[config.mk]
export PLATFORM = sky130hd
export DESIGN_NAME = nibble_inc_seq_flat
export DESIGN_NICKNAME = d
export VERILOG_FILES = /design/src/rtl/nibble_inc_seq_pkg.sv /design/src/rtl/nibble_inc_seq_if.sv /design/src/rtl/nibble_inc_seq_cla.sv /design/src/rtl/nibble_inc_seq.sv /design/src/flat_wrapper.sv
export SDC_FILE = /design/constraint.sdc
export NUM_CORES = 1
export LEC_CHECK = 0
export CAP_MARGIN = 25
export CORE_MARGIN = 8
export CORE_UTILIZATION = 45
export DETAILED_ROUTE_END_ITERATION = 6
export PLACE_DENSITY_LB_ADDON = 0.15
export SETUP_SLACK_MARGIN = 0.3
export SYNTH_ARGS = -nofsm -noshare
export SYNTH_HDL_FRONTEND = slang
export SYNTH_SLANG_ARGS = --single-unit
[constraint.sdc]
create_clock -name clk -period 2.9 [get_ports clk]
set_input_delay 0.58 -clock clk [delete_from_list [all_inputs] [get_ports clk]]
set_output_delay 0.58 -clock clk [all_outputs]
set_load 0.02 [all_outputs]
[src/rtl/nibble_inc_seq_pkg.sv]
// Shared types and constants for the FP ALU nibble-serial increment/negate unit.
package fpalu_pkg;
  typedef enum logic [1:0] {IDLE, RUN, DONE} state_t;
  localparam int unsigned NIB_W = 4;
endpackage

[src/rtl/nibble_inc_seq_if.sv]
// Operand/result valid-ready bus between rounding stages and the normaliser.
interface nibble_inc_seq_if #(parameter int unsigned WIDTH = 24);
  logic             in_valid;
  logic             in_ready;
  logic [WIDTH-1:0] in_data;
  logic             in_neg;
  logic             out_valid;
  logic             out_ready;
  logic [WIDTH-1:0] out_data;
  logic             out_cout;
  logic             out_ovf;

  modport master (
    output in_valid, in_data, in_neg, out_ready,
    input  in_ready, out_valid, out_data, out_cout, out_ovf
  );

  modport slave (
    input  in_valid, in_data, in_neg, out_ready,
    output in_ready, out_valid, out_data, out_cout, out_ovf
  );
endinterface

[src/rtl/nibble_inc_seq_cla.sv]
// 4-bit carry-lookahead incrementer: S = B + CIN, COUT = carry out of bit 3.
module twos_cla (
  input  logic [3:0] B,
  input  logic       CIN,
  output logic [3:0] S,
  output logic       COUT
);
  logic [4:0] c;

  // Each carry is the AND of CIN with all lower bits, so no ripple chain.
  always_comb begin
    c[0] = CIN;
    c[1] = CIN & B[0];
    c[2] = CIN & B[0] & B[1];
    c[3] = CIN & B[0] & B[1] & B[2];
    c[4] = CIN & (&B);
  end

  assign S    = B ^ c[3:0];
  assign COUT = c[4];
endmodule

[src/rtl/nibble_inc_seq.sv]
// Multi-cycle increment / two's-complement negate, one nibble per cycle, LSB first,
// stopping as soon as the carry dies.
module nibble_inc_seq
  import fpalu_pkg::*;
#(
  parameter int unsigned WIDTH = 24
) (
  input  logic             clk,
  input  logic             rst_n,
  nibble_inc_seq_if.slave  bus,
  output logic             busy
);
  localparam int unsigned NIB   = WIDTH / NIB_W;
  localparam int unsigned IDX_W = (NIB > 1) ? $clog2(NIB) : 1;

  state_t             state, state_nx;
  logic [WIDTH-1:0]   work;
  logic [WIDTH-1:0]   work_nx;
  logic [IDX_W-1:0]   idx;
  logic               carry;
  logic               neg_q;
  logic               msb_q;
  logic [NIB_W-1:0]   nib_sel;
  logic [NIB_W-1:0]   nib_sum;
  logic               cla_cout;
  logic               last;
  logic [WIDTH-1:0]   res_data;
  logic               res_cout;
  logic               res_ovf;

  twos_cla u_cla (
    .B    (nib_sel),
    .CIN  (carry),
    .S    (nib_sum),
    .COUT (cla_cout)
  );

  always_comb begin
    nib_sel = work[NIB_W*int'(idx) +: NIB_W];
    work_nx = work;
    work_nx[NIB_W*int'(idx) +: NIB_W] = nib_sum;
    last = !cla_cout || (idx == IDX_W'(NIB - 1));
  end

  always_ff @(posedge clk or negedge rst_n) begin
    if (!rst_n) begin
      state <= IDLE;
    end else begin
      state <= state_nx;
    end
  end

  always_comb begin
    state_nx = state;
    unique case (state)
      IDLE:    if (bus.in_valid) state_nx = RUN;
      RUN:     if (last) state_nx = DONE;
      DONE:    if (bus.out_ready) state_nx = IDLE;
      default: state_nx = IDLE;
    endcase
  end

  always_ff @(posedge clk or negedge rst_n) begin
    if (!rst_n) begin
      work     <= '0;
      idx      <= '0;
      carry    <= 1'b0;
      neg_q    <= 1'b0;
      msb_q    <= 1'b0;
      res_data <= '0;
      res_cout <= 1'b0;
      res_ovf  <= 1'b0;
    end else begin
      unique case (state)
        IDLE: begin
          if (bus.in_valid) begin
            work  <= bus.in_neg ? ~bus.in_data : bus.in_data;
            carry <= 1'b1;
            idx   <= '0;
            neg_q <= bus.in_neg;
            msb_q <= bus.in_data[WIDTH-1];
          end
        end
        RUN: begin
          work  <= work_nx;
          carry <= cla_cout;
          idx   <= idx + 1'b1;
          // Result registers load only on completion so they hold between operations.
          if (last) begin
            res_data <= work_nx;
            res_cout <= cla_cout;
            res_ovf  <= neg_q & msb_q & work_nx[WIDTH-1];
          end
        end
        default: ;
      endcase
    end
  end

  assign bus.in_ready  = (state == IDLE);
  assign bus.out_valid = (state == DONE);
  assign bus.out_data  = res_data;
  assign bus.out_cout  = res_cout;
  assign bus.out_ovf   = res_ovf;
  assign busy          = (state != IDLE);
endmodule
[src/flat_wrapper.sv]
// flat-port wrapper written by rule: the top's interface ports become plain ports
module nibble_inc_seq_flat import fpalu_pkg::*;
#(
  parameter int unsigned WIDTH = 24
)
  (clk, rst_n, busy, bus_in_valid, bus_in_data, bus_in_neg, bus_out_ready, bus_in_ready, bus_out_valid, bus_out_data, bus_out_cout, bus_out_ovf);
  nibble_inc_seq_if #(.WIDTH(WIDTH)) bus_i ();
  input  logic clk;
  input  logic rst_n;
  output logic busy;
  input wire logic [$bits(bus_i.in_valid)-1:0] bus_in_valid;
  input wire logic [$bits(bus_i.in_data)-1:0] bus_in_data;
  input wire logic [$bits(bus_i.in_neg)-1:0] bus_in_neg;
  input wire logic [$bits(bus_i.out_ready)-1:0] bus_out_ready;
  output wire logic [$bits(bus_i.in_ready)-1:0] bus_in_ready;
  output wire logic [$bits(bus_i.out_valid)-1:0] bus_out_valid;
  output wire logic [$bits(bus_i.out_data)-1:0] bus_out_data;
  output wire logic [$bits(bus_i.out_cout)-1:0] bus_out_cout;
  output wire logic [$bits(bus_i.out_ovf)-1:0] bus_out_ovf;
  assign bus_i.in_valid = bus_in_valid;
  assign bus_i.in_data = bus_in_data;
  assign bus_i.in_neg = bus_in_neg;
  assign bus_i.out_ready = bus_out_ready;
  assign bus_in_ready = bus_i.in_ready;
  assign bus_out_valid = bus_i.out_valid;
  assign bus_out_data = bus_i.out_data;
  assign bus_out_cout = bus_i.out_cout;
  assign bus_out_ovf = bus_i.out_ovf;
  nibble_inc_seq #(.WIDTH(WIDTH)) u_core (.clk(clk), .rst_n(rst_n), .bus(bus_i), .busy(busy));
endmodule
* Word-level counts from Yosys, hierarchy flattened
Index checks and enable logic that the tools add are counted.
** Storage, ports and cells
- Register bits after elaboration :: 58
- Input port bits :: 29
- Output and inout bits :: 29
- Logic and storage cells :: 50
** Operators by class
- $add $sub $neg :: 2
- Eq/ne operators :: 6
- Shift-type cells :: 3
- Mux-type cells :: 12
- Bitwise operators :: 8
- Reductions and logical operators :: 10
** Operators by type and width (number)
- two-way mux 24 bit :: 2
- case mux 24 bit (2 select lines) :: 1
- negator 5 -> 34 bit :: 1
- variable shift 4 x 34 -> 24 bit (first input constant) :: 1
- variable part select 4 x 34 -> 24 bit :: 1
- bitwise mux 24 bit :: 1
- NOT 24 bit :: 1
- variable part select 24 x 6 -> 4 bit :: 1
- AND 1 bit :: 6
- two-way mux 2 bit :: 3
- case mux 2 bit (3 select lines) :: 1
- case mux 3 bit (2 select lines) :: 1
- AND reduction 2 bit :: 3
- inequality test 2 bit (second input constant) :: 2
- AND reduction 4 bit :: 1
- nonzero test 2 bit :: 2
- XOR 4 bit :: 1
- adder 3 x 1 -> 3 bit (second input constant) :: 1
- equality test 3 bit (second input constant) :: 1
- two-way mux 3 bit :: 1
- AND reduction 3 bit :: 1
- equality test 2 x 1 -> 1 bit (second input constant) :: 1
- equality test 2 bit (second input constant) :: 1
- zero test 2 bit :: 1
- other kinds (5) :: 5

* Longest topological paths before layout
- Depth after elaboration :: 8
- Gate-level depth with buffers :: 12

* Hierarchy
From an unflattened synthesis, not the netlist that was laid out.
** Second synthesis, totals
- Cell total of the unflattened synthesis :: 347
- Area, all modules :: 3430.8 µm²
** Modules (own cells, without submodules)
- nibble_inc_seq :: instances 1, cells each 340, area each 3372.0 µm², seq. area each 1451.4 µm²
- twos_cla :: instances 1, cells each 7, area each 58.8 µm², seq. area each 0.0 µm²

* Worst setup path after synthesis
No wires, ideal clock.
- Path type :: register to register
- From :: register u_core.idx[0]
- To :: register u_core.res_ovf, in the netlist u_core.bus.out_ovf
- Library setup time :: 0.101 ns
- Arrival :: 2.900 ns
- Required time :: 2.799 ns
- Setup slack :: -0.101 ns
- Cell stages (with the launch flop) :: 13
- Buffers on the path :: 1
- Cell sequence :: dfrtp_1 buf_4 mux4_2 nand2_1 o21ai_0 ha_1 ha_1 ha_1 nor3b_1 a32o_1 a221oi_2 a32oi_1 o32ai_1
** On the way
- Cells in the longest elaborated chain, start to end :: 8
** RTL lines
- start, declared :: RTL line nibble_inc_seq.sv:19 : logic [IDX_W-1:0] idx;
- start signal, assigned :: RTL line nibble_inc_seq.sv:87 : idx <= idx + 1'b1;
- variable part select 24 x 6 -> 4 bit :: RTL line nibble_inc_seq.sv:39 : nib_sel = work[NIB_W*int'(idx) +: NIB_W];
- AND 1 bit :: RTL line nibble_inc_seq_cla.sv:13, nibble_inc_seq_cla.sv:14, nibble_inc_seq_cla.sv:15
- AND 1 bit :: RTL line nibble_inc_seq_cla.sv:14, nibble_inc_seq_cla.sv:15
- AND 1 bit :: RTL line nibble_inc_seq_cla.sv:15 : c[3] = CIN & B[0] & B[1] & B[2];
- XOR 4 bit :: RTL line nibble_inc_seq_cla.sv:19 : assign S = B ^ c[3:0];
- variable part select 4 x 34 -> 24 bit :: RTL line nibble_inc_seq.sv:41 : work_nx[NIB_W*int'(idx) +: NIB_W] = nib_sum;
- bitwise mux 24 bit :: RTL line nibble_inc_seq.sv:41
- AND 1 bit :: RTL line nibble_inc_seq.sv:92 : res_ovf <= neg_q & msb_q & work_nx[WIDTH-1];
- end signal, assigned :: RTL line nibble_inc_seq.sv:92
- end, declared :: RTL line nibble_inc_seq.sv:29 : logic res_ovf;
Several ways; a longest one is shown, not always the timed one.
A chain may end at the register's enable or synchronous reset.

* Final worst setup path
- From :: register u_core.idx[0]
- To :: register u_core.work[15]
** On the way
- Cells in the longest elaborated chain, start to end :: 8
** RTL lines
- variable part select 24 x 6 -> 4 bit :: RTL line nibble_inc_seq.sv:39
- AND 1 bit :: RTL line nibble_inc_seq_cla.sv:13, nibble_inc_seq_cla.sv:14, nibble_inc_seq_cla.sv:15
- AND 1 bit :: RTL line nibble_inc_seq_cla.sv:14, nibble_inc_seq_cla.sv:15
- AND 1 bit :: RTL line nibble_inc_seq_cla.sv:15
- XOR 4 bit :: RTL line nibble_inc_seq_cla.sv:19
- variable part select 4 x 34 -> 24 bit :: RTL line nibble_inc_seq.sv:41
- bitwise mux 24 bit (*) :: RTL line nibble_inc_seq.sv:41
- case mux 24 bit (2 select lines) (*) :: RTL line nibble_inc_seq.sv:74 : unique case (state)
- end signal, assigned :: RTL line nibble_inc_seq.sv:77 : work <= bus.in_neg ? ~bus.in_data : bus.in_data;
- end signal, assigned :: RTL line nibble_inc_seq.sv:85 : work <= work_nx;
- end, declared :: RTL line nibble_inc_seq.sv:17 : logic [WIDTH-1:0] work;
Mark *: on every way between the ends. The rest lies on a longest branch, timed or not.

==> metrics.md <==
| Metric | Value |
|---|---|
| Outcome | `complete, no violations` |
| Synthesized Nets | `370` |
| Pin count of the biggest net entering global routing | `31` |
| P&R area growth vs syn | `30.9%` |
| Design Area, Final | `4450 um2` |
| Fillers | `628` |
| Max Fanout on Critical Path | `4` |
| Area after DPL | `4130 um2` |
| GRT Resource Usage Total | `19.3%` |
| Via count | `2,750` |
| Layout Nets | `436` |
| RSZ-0062 raised after global routing | `yes` |
| Synth Area in Simple Gates | `13.6%` |
| Vias in the first global route | `2,935` |
| Critical path data arrival time | `2.97 ns` |
| Syn Area/Cell | `10.2 um2` |
| Logic pwr share | `56.1%` |
| Die W | `103 um` |
| CTS Sinks | `58` |
| Multiplexer share of the synthesized area | `13.3%` |
| Row cnt | `31` |
| Min Tclk post-route | `2.72 ns` |
| # DRC | `0` |
| Compound-Gate Fraction of Synth Area | `15.5%` |
| Seq pwr share | `28.5%` |
| Full die area | `10,600 um2` |
| Xor/xnor cell area share of the yosys netlist | `6.45%` |
| Internal power | `3090 uW` |
| Final hold viol count | `0` |
| Share of cells above drive strength 1 | `16.9%` |
| WL/cell | `18.6 um` |
| Final clock period utilization by the worst path | `93.7%` |
| CTS Buf Count | `9` |
| CTS clk-pin slew, worst paths | `0.07 ns` |
| Clk_lat worst skew | `0.34 ns` |
| IO Count | `58` |
| Antenna-violating nets left | `0` |
| I/O Buffers | `57` |
| Async SR Flop Fraction | `100%` |
| Startpoint types | `flip-flop` |
| Clock root buffer | `clkbuf_8` |
| Min-Delay Path Class | `in -> async` |
| Number of DRC markers in iteration 0 | `163` |
| Worst-margin pin slew | `0.707 ns` |
| Synth Instances | `332` |
| P_sw | `2160 uW` |
| Post-synth EDFFs | `0` |
| Sw Share | `41.2%` |
| First-pass GRT wire length | `15.5 mm` |
| Nature of the critical path endpoint | `flip-flop` |
| Bufs on Longest Clock Path | `2` |
| Fmax | `0.368 GHz` |
| Hold Buf Count CTS | `0` |
| Sequential area share after synthesis | `42.7%` |
| Critical Path RT | `3.15 ns` |
| Yosys warns | `0` |
| Die height | `103 um` |
| Most frequent cell after synthesis | `dfrtp_1` |
| Largest family of logic cells by synthesized area | `compound AO/OA/AOI/OAI gates` |
| Power Density | `1180 nW/um2` |
| Vias/cell | `5.49` |
| Yosys reg bits | `58` |
| Synth top area share | `42.7%` |
| Final Max Tran Viols | `0` |
| Gr ovfl total | `0` |
| Pleak | `0.00186 uW` |
| Clk network pwr share | `15.4%` |
| Peak supply drop | `0.505 mV` |
| Top cells by area, synth | `dfrtp_1, xnor2_1, mux2_1` |
| Max Cap Viol | `0` |
| Adder-cell share of the synthesized area | `3.31%` |
| Total core area | `7290 um2` |
| Area leader, netlist | `dfrtp_1` |
| Hold Slack | `0.280 ns` |
| Main synth FF type | `dfrtp_1` |
| Synth top cells by count | `dfrtp_1, nand2_1, nor2_1` |
| Setup CP Type | `reg -> reg` |
| CTS tree | `done` |
| Rel. slew slack | `52.9%` |
| Syn Std Cell Area | `3400 um2` |
| Post-DP HPWL | `6.65 mm` |
| DRT Pass-1 Iters | `4` |
| Routed wire length | `9.33 mm` |
| Antenna violations before repair | `1` |
| Distinct cells, synth | `52` |
| Number of diodes | `0` |
| Initial Util | `46.6%` |
| Setup_tns | `0 ns` |
| RePlAce Congestion | `0.852` |
| H-tree levels | `3` |
| Final setup vio count | `0` |
| Layout Skew | `0.00673 ns` |
## sequential cells by signal, indices dropped and copies added, names as in the netlist
| name | cells |
|---|---|
| u_core.bus.out_data | 24 |
| u_core.work | 24 |
| u_core.idx | 3 |
| u_core.state | 2 |
| u_core.bus.out_cout | 1 |
| u_core.bus.out_ovf | 1 |
| u_core.carry | 1 |
| u_core.msb_q | 1 |
| u_core.neg_q | 1 |
## power by group through the flow
stage	registers, uW	clock network, uW	logic (uW)
final	1500	812	2950
after detailed placement	1490	0	2790
after global placement	1500	0	2740
after floorplan	1610	0	1690
after CTS	1490	830	2850
after global routing	1550	869	3200
## area by class of cell
cell class / instances / area (um2) / share of cell area [%]
Sequential cell: 58 / 1450 / 32.7
Inverter: 13 / 48.8 / 1.10
Clock buffer: 10 / 128 / 2.87
Timing Repair Buffer: 76 / 728 / 16.4
Tap cell: 99 / 124 / 2.79
Clock inverter: 5 / 80.1 / 1.80
Multi-Input combinational cell: 240 / 1880 / 42.4
## routing by layer
| layer | vias up | GRT usage, % | wire, um | part of all wire, % |
|---|---|---|---|---|
| met1 | 1323 | 25.3 | 4250 | 46 |
| met3 | 16 | 3.38 | 530 | 5.7 |
| met2 | 94 | 30.3 | 4350 | 47 |
| li1 | 1315 | - | - | - |
| met5 | - | 0 | 13 | 0.14 |
| met4 | 2 | 8.45 | 181 | 1.9 |
## cells by family after synthesis
logic type / count (synthesis)
XOR/XNOR: 25
AO/OA/AOI/OAI: 68
buffers and inverters: 34
adder cells (fa/ha/maj): 9
AND/OR/NAND/NOR: 100
multiplexers: 38
flip-flops: 58
## worst max-delay path: stages, from the launching register on
cell and delay [ns]:
dfrtp_2 0.40, mux4_2 0.52, nand2_1 0.07, o21ai_1 0.06, ha_2 0.19, ha_4 0.16
ha_4 0.16, nor3b_1 0.13, a32o_2 0.24, a221oi_4 0.26, buf_6 0.17, a22oi_2 0.07
o221ai_2 0.20
## final timing paths
kind / depth (start not counted) / startpoint / endpoint / slack, ns
setup reg to reg: 12 / u_core.idx[0] / u_core.work[15] / 0.18
min in group clk: 2 / u_core.msb_q / u_core.msb_q / 0.49
max in group asynchronous: 2 / rst_n / u_core.work[21] / 2.01
hold / removal: 1 / rst_n / u_core.state[1] / 0.28
hold reg to reg: 2 / u_core.msb_q / u_core.msb_q / 0.49
setup / recovery: 12 / u_core.idx[0] / u_core.work[15] / 0.18
## repair_timing
item                                    4_1_cts  5_1_grt
endpoints found under the setup margin       31       46
setup buffers                                 1        4
pin swaps                                     4        1
gates resized for setup                       8       10
## per-stage QoR
step / std cells / total power [uW] / utilization (%) / worst slack, ns
after floorplan: 332 / 3300 / - / 0.156
after global placement: 481 / 4240 / 56.6 / 0.193
after detailed placement: 481 / 4280 / 56.6 / 0.134
after CTS: 497 / 5170 / 60.1 / 0.155
after global routing: 501 / 5620 / 61.0 / 0.0712
final: 501 / 5260 / 61.0 / 0.182
## placed cells by master (no fill, tap or decap), types with 3 or more instances in the layout
cell type / Yosys / layout
o221ai_1: 6 / 3
inv_1: 13 / 13
buf_4: 2 / 16
mux2_2: 5 / 4
mux2_1: 16 / 15
o21ai_0: 17 / 15
clkdlybuf4s50_1: 0 / 56
nand2_1: 44 / 43
dfrtp_1: 58 / 56
nor2b_1: 4 / 4
ha_1: 9 / 6
a21o_1: 3 / 3
nand3_1: 4 / 3
a221o_1: 17 / 17
mux2_4: 4 / 6
a21oi_1: 4 / 4
a22oi_2: 0 / 3
nor2_1: 29 / 29
clkbuf_8: 0 / 9
o221ai_2: 0 / 3
xnor2_1: 25 / 25
nand2b_1: 4 / 4
mux2i_1: 11 / 11
(Power assumes the default switching activity.)
